<file path="src/rtl/counter_bcd_multi.sv">
// rtl/counter_bcd_multi.sv - cascaded BCD up/down counter with load clamp, saturation and terminal flags
module counter_bcd_multi #(
    parameter int DIGITS = 2
) (
    input  logic                  clk,
    input  logic                  rst,
    input  logic                  enablen,
    input  logic                  load,
    input  logic                  up,
    input  logic                  stop,
    input  logic [4*DIGITS-1:0]   in,
    output logic [4*DIGITS-1:0]   count,
    output logic                  rco_L,
    output logic                  done,
    output logic                  load_err
);

    logic [4*DIGITS-1:0] r_count;
    logic                r_done;
    logic                r_load_err;

    logic [4*DIGITS-1:0] w_clamped;
    logic                w_bad_digit;
    logic [4*DIGITS-1:0] w_terminal;
    logic [4*DIGITS-1:0] w_stepped;
    logic                w_carry;
    logic                w_at_terminal;
    logic                w_saturated;
    logic [3:0]          w_digit;

    // Load path: any digit above 9 is forced to 9 so count never holds a non-BCD digit.
    always_comb begin
        w_clamped   = '0;
        w_bad_digit = 1'b0;
        for (int i = 0; i < DIGITS; i++) begin
            if (in[4*i +: 4] > 4'd9) begin
                w_clamped[4*i +: 4] = 4'd9;
                w_bad_digit         = 1'b1;
            end else begin
                w_clamped[4*i +: 4] = in[4*i +: 4];
            end
        end
    end

    assign w_terminal    = up ? {DIGITS{4'h9}} : {DIGITS{4'h0}};
    assign w_at_terminal = (r_count == w_terminal);
    assign w_saturated   = stop && w_at_terminal;

    // Ripple carry/borrow: a digit steps only while every lower digit sits at its rollover value.
    always_comb begin
        w_stepped = r_count;
        w_carry   = 1'b1;
        w_digit   = 4'd0;
        for (int i = 0; i < DIGITS; i++) begin
            w_digit = r_count[4*i +: 4];
            if (w_carry) begin
                if (up) begin
                    w_stepped[4*i +: 4] = (w_digit == 4'd9) ? 4'd0 : w_digit + 4'd1;
                end else begin
                    w_stepped[4*i +: 4] = (w_digit == 4'd0) ? 4'd9 : w_digit - 4'd1;
                end
            end
            w_carry = w_carry && (up ? (w_digit == 4'd9) : (w_digit == 4'd0));
        end
    end

    always_ff @(posedge clk) begin
        if (rst) begin
            r_count    <= '0;
            r_done     <= 1'b0;
            r_load_err <= 1'b0;
        end else if (load) begin
            r_count    <= w_clamped;
            r_done     <= 1'b0;
            r_load_err <= w_bad_digit;
        end else if (!enablen) begin
            r_load_err <= 1'b0;
            if (w_saturated) begin
                r_done <= 1'b0;
            end else begin
                r_count <= w_stepped;
                r_done  <= (w_stepped == w_terminal);
            end
        end else begin
            r_done     <= 1'b0;
            r_load_err <= 1'b0;
        end
    end

    assign count    = r_count;
    assign done     = r_done;
    assign load_err = r_load_err;
    assign rco_L    = !w_at_terminal;

endmodule
</file>
<file path="config.mk">
export PLATFORM = sky130hd
export DESIGN_NAME = counter_bcd_multi
export DESIGN_NICKNAME = d
export VERILOG_FILES = /design/src/rtl/counter_bcd_multi.sv
export SDC_FILE = /design/constraint.sdc
export NUM_CORES = 1
export LEC_CHECK = 0
export CELL_PAD_IN_SITES_DETAIL_PLACEMENT = 0
export CELL_PAD_IN_SITES_GLOBAL_PLACEMENT = 1
export CORE_AREA = 5 5 61 63
export CTS_CLUSTER_DIAMETER = 120
export DETAILED_ROUTE_END_ITERATION = 8
export DIE_AREA = 0 0 66 68
export GPL_ROUTABILITY_DRIVEN = 0
export GPL_TIMING_DRIVEN = 1
export HOLD_SLACK_MARGIN = 0.06
export PLACE_DENSITY_LB_ADDON = 0.1
export SLEW_MARGIN = 20
export SYNTH_ARGS = -nofsm -noshare
export SYNTH_HDL_FRONTEND = slang
export SYNTH_SLANG_ARGS = --single-unit
</file>
<file path="constraint.sdc">
create_clock -name clk -period 3.3 [get_ports clk]
set_input_delay 0.66 -clock clk [delete_from_list [all_inputs] [get_ports clk]]
set_output_delay 0.66 -clock clk [all_outputs]
set_load 0.05 [all_outputs]
</file>
==> flow_summary.yaml <==
sta:
  worst-slew-pin-transition_ns: 0.573
  totalNegativeSetupSlack_ns: 0
  final_setup_skew_ns: 0.00224
  finalSetupViolations: 0
  layout_worst_path_cycle_share_pct: 84.9
  finalHoldViolCount: 0
  report.final.slew_viol_count: 0
  fmax_ghz: 0.357
  rsz_0062_raised_after_global_routing: "false"
  final.min_clock_period_ns: 2.80
  timing.slew.headroom_pct: 61.5
synthesis:
  yosys_register_bits: 10
  cells_taking_the_most_area_after_synthesis: "dfxtp_1 (19%), o21ai_0 (6.8%), nand2_1 (4.4%), nor3_1 (3.9%), nor2_1 (3.7%)"
  postSynthAreaPerCell_um2: 7.39
  yosysWarningCount: 0
  yosysTopAreaCellShare_pct: 19.5
  netlist-cell-type-count: 46
  number_of_nets_produced_by_synthesis: 155
  synth_enable_flop_cells: 0
  sequential_cell_area_fraction_in_the_yosys_report_pct: 19.5
  synth_flop_cell: "dfxtp_1"
  synthesized_netlist_cell_count: 139
  syn-cell-area_um2: 1030
  synth_top_cell_by_area: "dfxtp_1"
  share_of_async_settable_or_async_resettable_flops_after_synthesis_pct: 0
global_routing:
  overflow_after_grt: 0
  grt_pass1_vias: 979
  grt_usage_pct: 13.3
  global_route_wire_length_before_repair_um: 4740
  grt_start_max_net_pins: 26
  antenna_found_initial: 0
  global_route.usage.met3_pct: 1.64
  gr-usage-met1_pct: 20.0
  global_route.usage.met2_pct: 19.6
  grt_busiest_layer: "met1"
place:
  dpl-instance-area_um2: 1280
  place_hpwl_um: 2050
  io_buffer_count: 24
die:
  initial_core_util_pct: 32.3
  die_height_um: 68
  placeableCoreArea_um2: 3180
  fp-row-count: 21
  die_w_um: 66
  design.die.area_um2: 4490
  pin_count: 25
routing:
  postRouteAntennaNets: 0
  num_vias: 1063
  dr.first_iter.drc_count: 52
  dr.pass1.iters: 4
  finalWirelength_um: 2740
  detail_route.drc_violations: 0
  routedWlPerCell_um: 13.4
  vias_per_cell: 5.21
finish:
  area_growth_syn_to_layout_pct: 27.8
  layout-drive-gt1-share_pct: 10.1
  insertedDiodeCount: 0
  layout.nets: 175
  filler_cell_count: 334
  fin_area_um2: 1310
worst_hold_path:
  holdCritPathClass: "flop to flop"
clocking:
  cts_buffers: 3
  cts_root_buffer: "clkbuf_4"
  cts.sink_count: 10
  ctsHoldBuffers: 0
  cts.repair_timing.setup_buffer_count: 0
  ctsResizeCount: 0
  htree_levels: 1
  cts.reportedPaths.clkPinSlew_ns: 0.07
  cts_tree: "done"
  insertion_delay_ns: 0.26
  cts-root-to-sink-buffers: 2
setup_path:
  arrival_ns: 2.14
  cp_max_fo: 25
  crit_path_start_kind: "input pin"
  timing.setup.critical_path_class: "input pin to primary output"
  worstPathRequired_ns: 2.64
  setup.worst_path.end_class: "primary output"
power:
  leakage_uw: 0.000476
  power_per_cell_area_nw_per_um2: 345
  power.ir.vdd_worst_v: 0.000173
status:
  run_status: "finished clean"
run:
  timing.max_cap.violations: 0
==> critical path, stage by stage <==
cell and delay [ns]:
clkdlybuf4s50_1 0.42, buf_4 0.22, or4_4 0.44, o21ai_4 0.10
nand3_1 0.09, buf_4 0.20
==> cell usage in the layout (no fill, tap or decap), types with 2 or more instances in the layout <==
master	synthesis	layout
a211oi_1	2	2
a21o_1	2	2
a21oi_1	6	6
a22o_1	3	3
a31oi_1	2	2
a32o_1	2	2
and3_1	3	3
buf_4	0	5
clkbuf_4	0	3
clkdlybuf4s50_1	0	23
dfxtp_1	10	10
ha_1	2	2
inv_1	6	6
mux2i_1	3	3
nand2_1	12	12
nand2b_1	2	2
nand3_1	7	7
nor2_1	10	10
nor3_1	8	8
nor4_1	4	4
o211ai_1	2	2
o21ai_0	14	14
xor2_1	4	4
==> flip-flops by register name (all words and copies together), names as in the netlist <==
register and cells:
load_err 1, done 1, count 8
==> layout make-up <==
cell class / count / area, um2 / area share (%)
inverters: 6 / 22.5 / 1.72
flip-flops and latches: 10 / 200 / 15.3
repair buffers: 28 / 268 / 20.4
clock buffers: 4 / 36.3 / 2.76
well taps: 46 / 57.6 / 4.39
multi-input cells: 110 / 728 / 55.5
==> Yosys cell counts (2+ instances only) <==
master and number:
nand3_1 7, nor3_1 8, inv_1 6, dfxtp_1 10, buf_2 4, o211ai_1 2, o21ai_0 14, mux2i_1 3
a21oi_1 6, a32o_1 2, a21o_1 2, and3_1 3, a211oi_1 2, a22o_1 3, buf_6 3, ha_1 2
xor2_1 4, nand2_1 12, nor2_1 10, nor4_1 4, nand2b_1 2, a31oi_1 2, clkbuf_1 4, buf_1 2
==> per-layer routing <==
| metal | wire, um | vias up |
|---|---|---|
| li1 | - | 557 |
| met1 | 1380 | 473 |
| met2 | 1190 | 31 |
| met3 | 146 | 2 |
| met4 | 16 | 0 |
| met5 | 0 | - |
==> report_power, final <==
part	internal (uW)	leakage, uW	switching (uW)
logic	80.7	0.000372	111
registers	129	0.0000824	20.9
clock network	66.9	0.0000210	44.5
==> path summary, 6_finish.rpt <==
| path | startpoint | to | slack [ns] | depth (start not counted) |
|---|---|---|---|---|
| worst min-delay path | count[0]$_SDFFE_PP0P_ | count[0]$_SDFFE_PP0P_ | 0.70 | 3 |
| worst min register to register | count[0]$_SDFFE_PP0P_ | count[0]$_SDFFE_PP0P_ | 0.70 | 3 |
| worst max-delay path | up | rco_L | 0.50 | 6 |
| worst max register to register | count[0]$_SDFFE_PP0P_ | count[4]$_SDFFE_PP0P_ | 1.36 | 7 |
==> metrics by stage <==
step	total power, uW	util (%)	instances	hold WS (ns)	setup WS, ns
2_1_floorplan	287	-	139	0.769	0.344
3_3_place_gp	345	40.1	200	0.687	0.513
3_5_place_dp	345	40.1	200	0.704	0.498
4_1_cts	458	41.3	204	0.715	0.491
5_1_grt	480	41.3	204	0.784	0.411
6_report	453	41.3	204	0.703	0.499
==> kinds of logic (layout without fill, tap and decap cells) <==
logic type / count (synthesis) / count (layout) / synth area share [%]
mux: 3 / 3 / 2.92
compound gates: 47 / 47 / 33.7
simple gates: 53 / 53 / 27.5
xor+xnor: 5 / 5 / 4.26
buf+inv: 19 / 38 / 9.62
fa+ha+maj: 2 / 2 / 2.44
flops: 10 / 10 / 19.5
No activity file was read; power rests on OpenSTA's default activity.
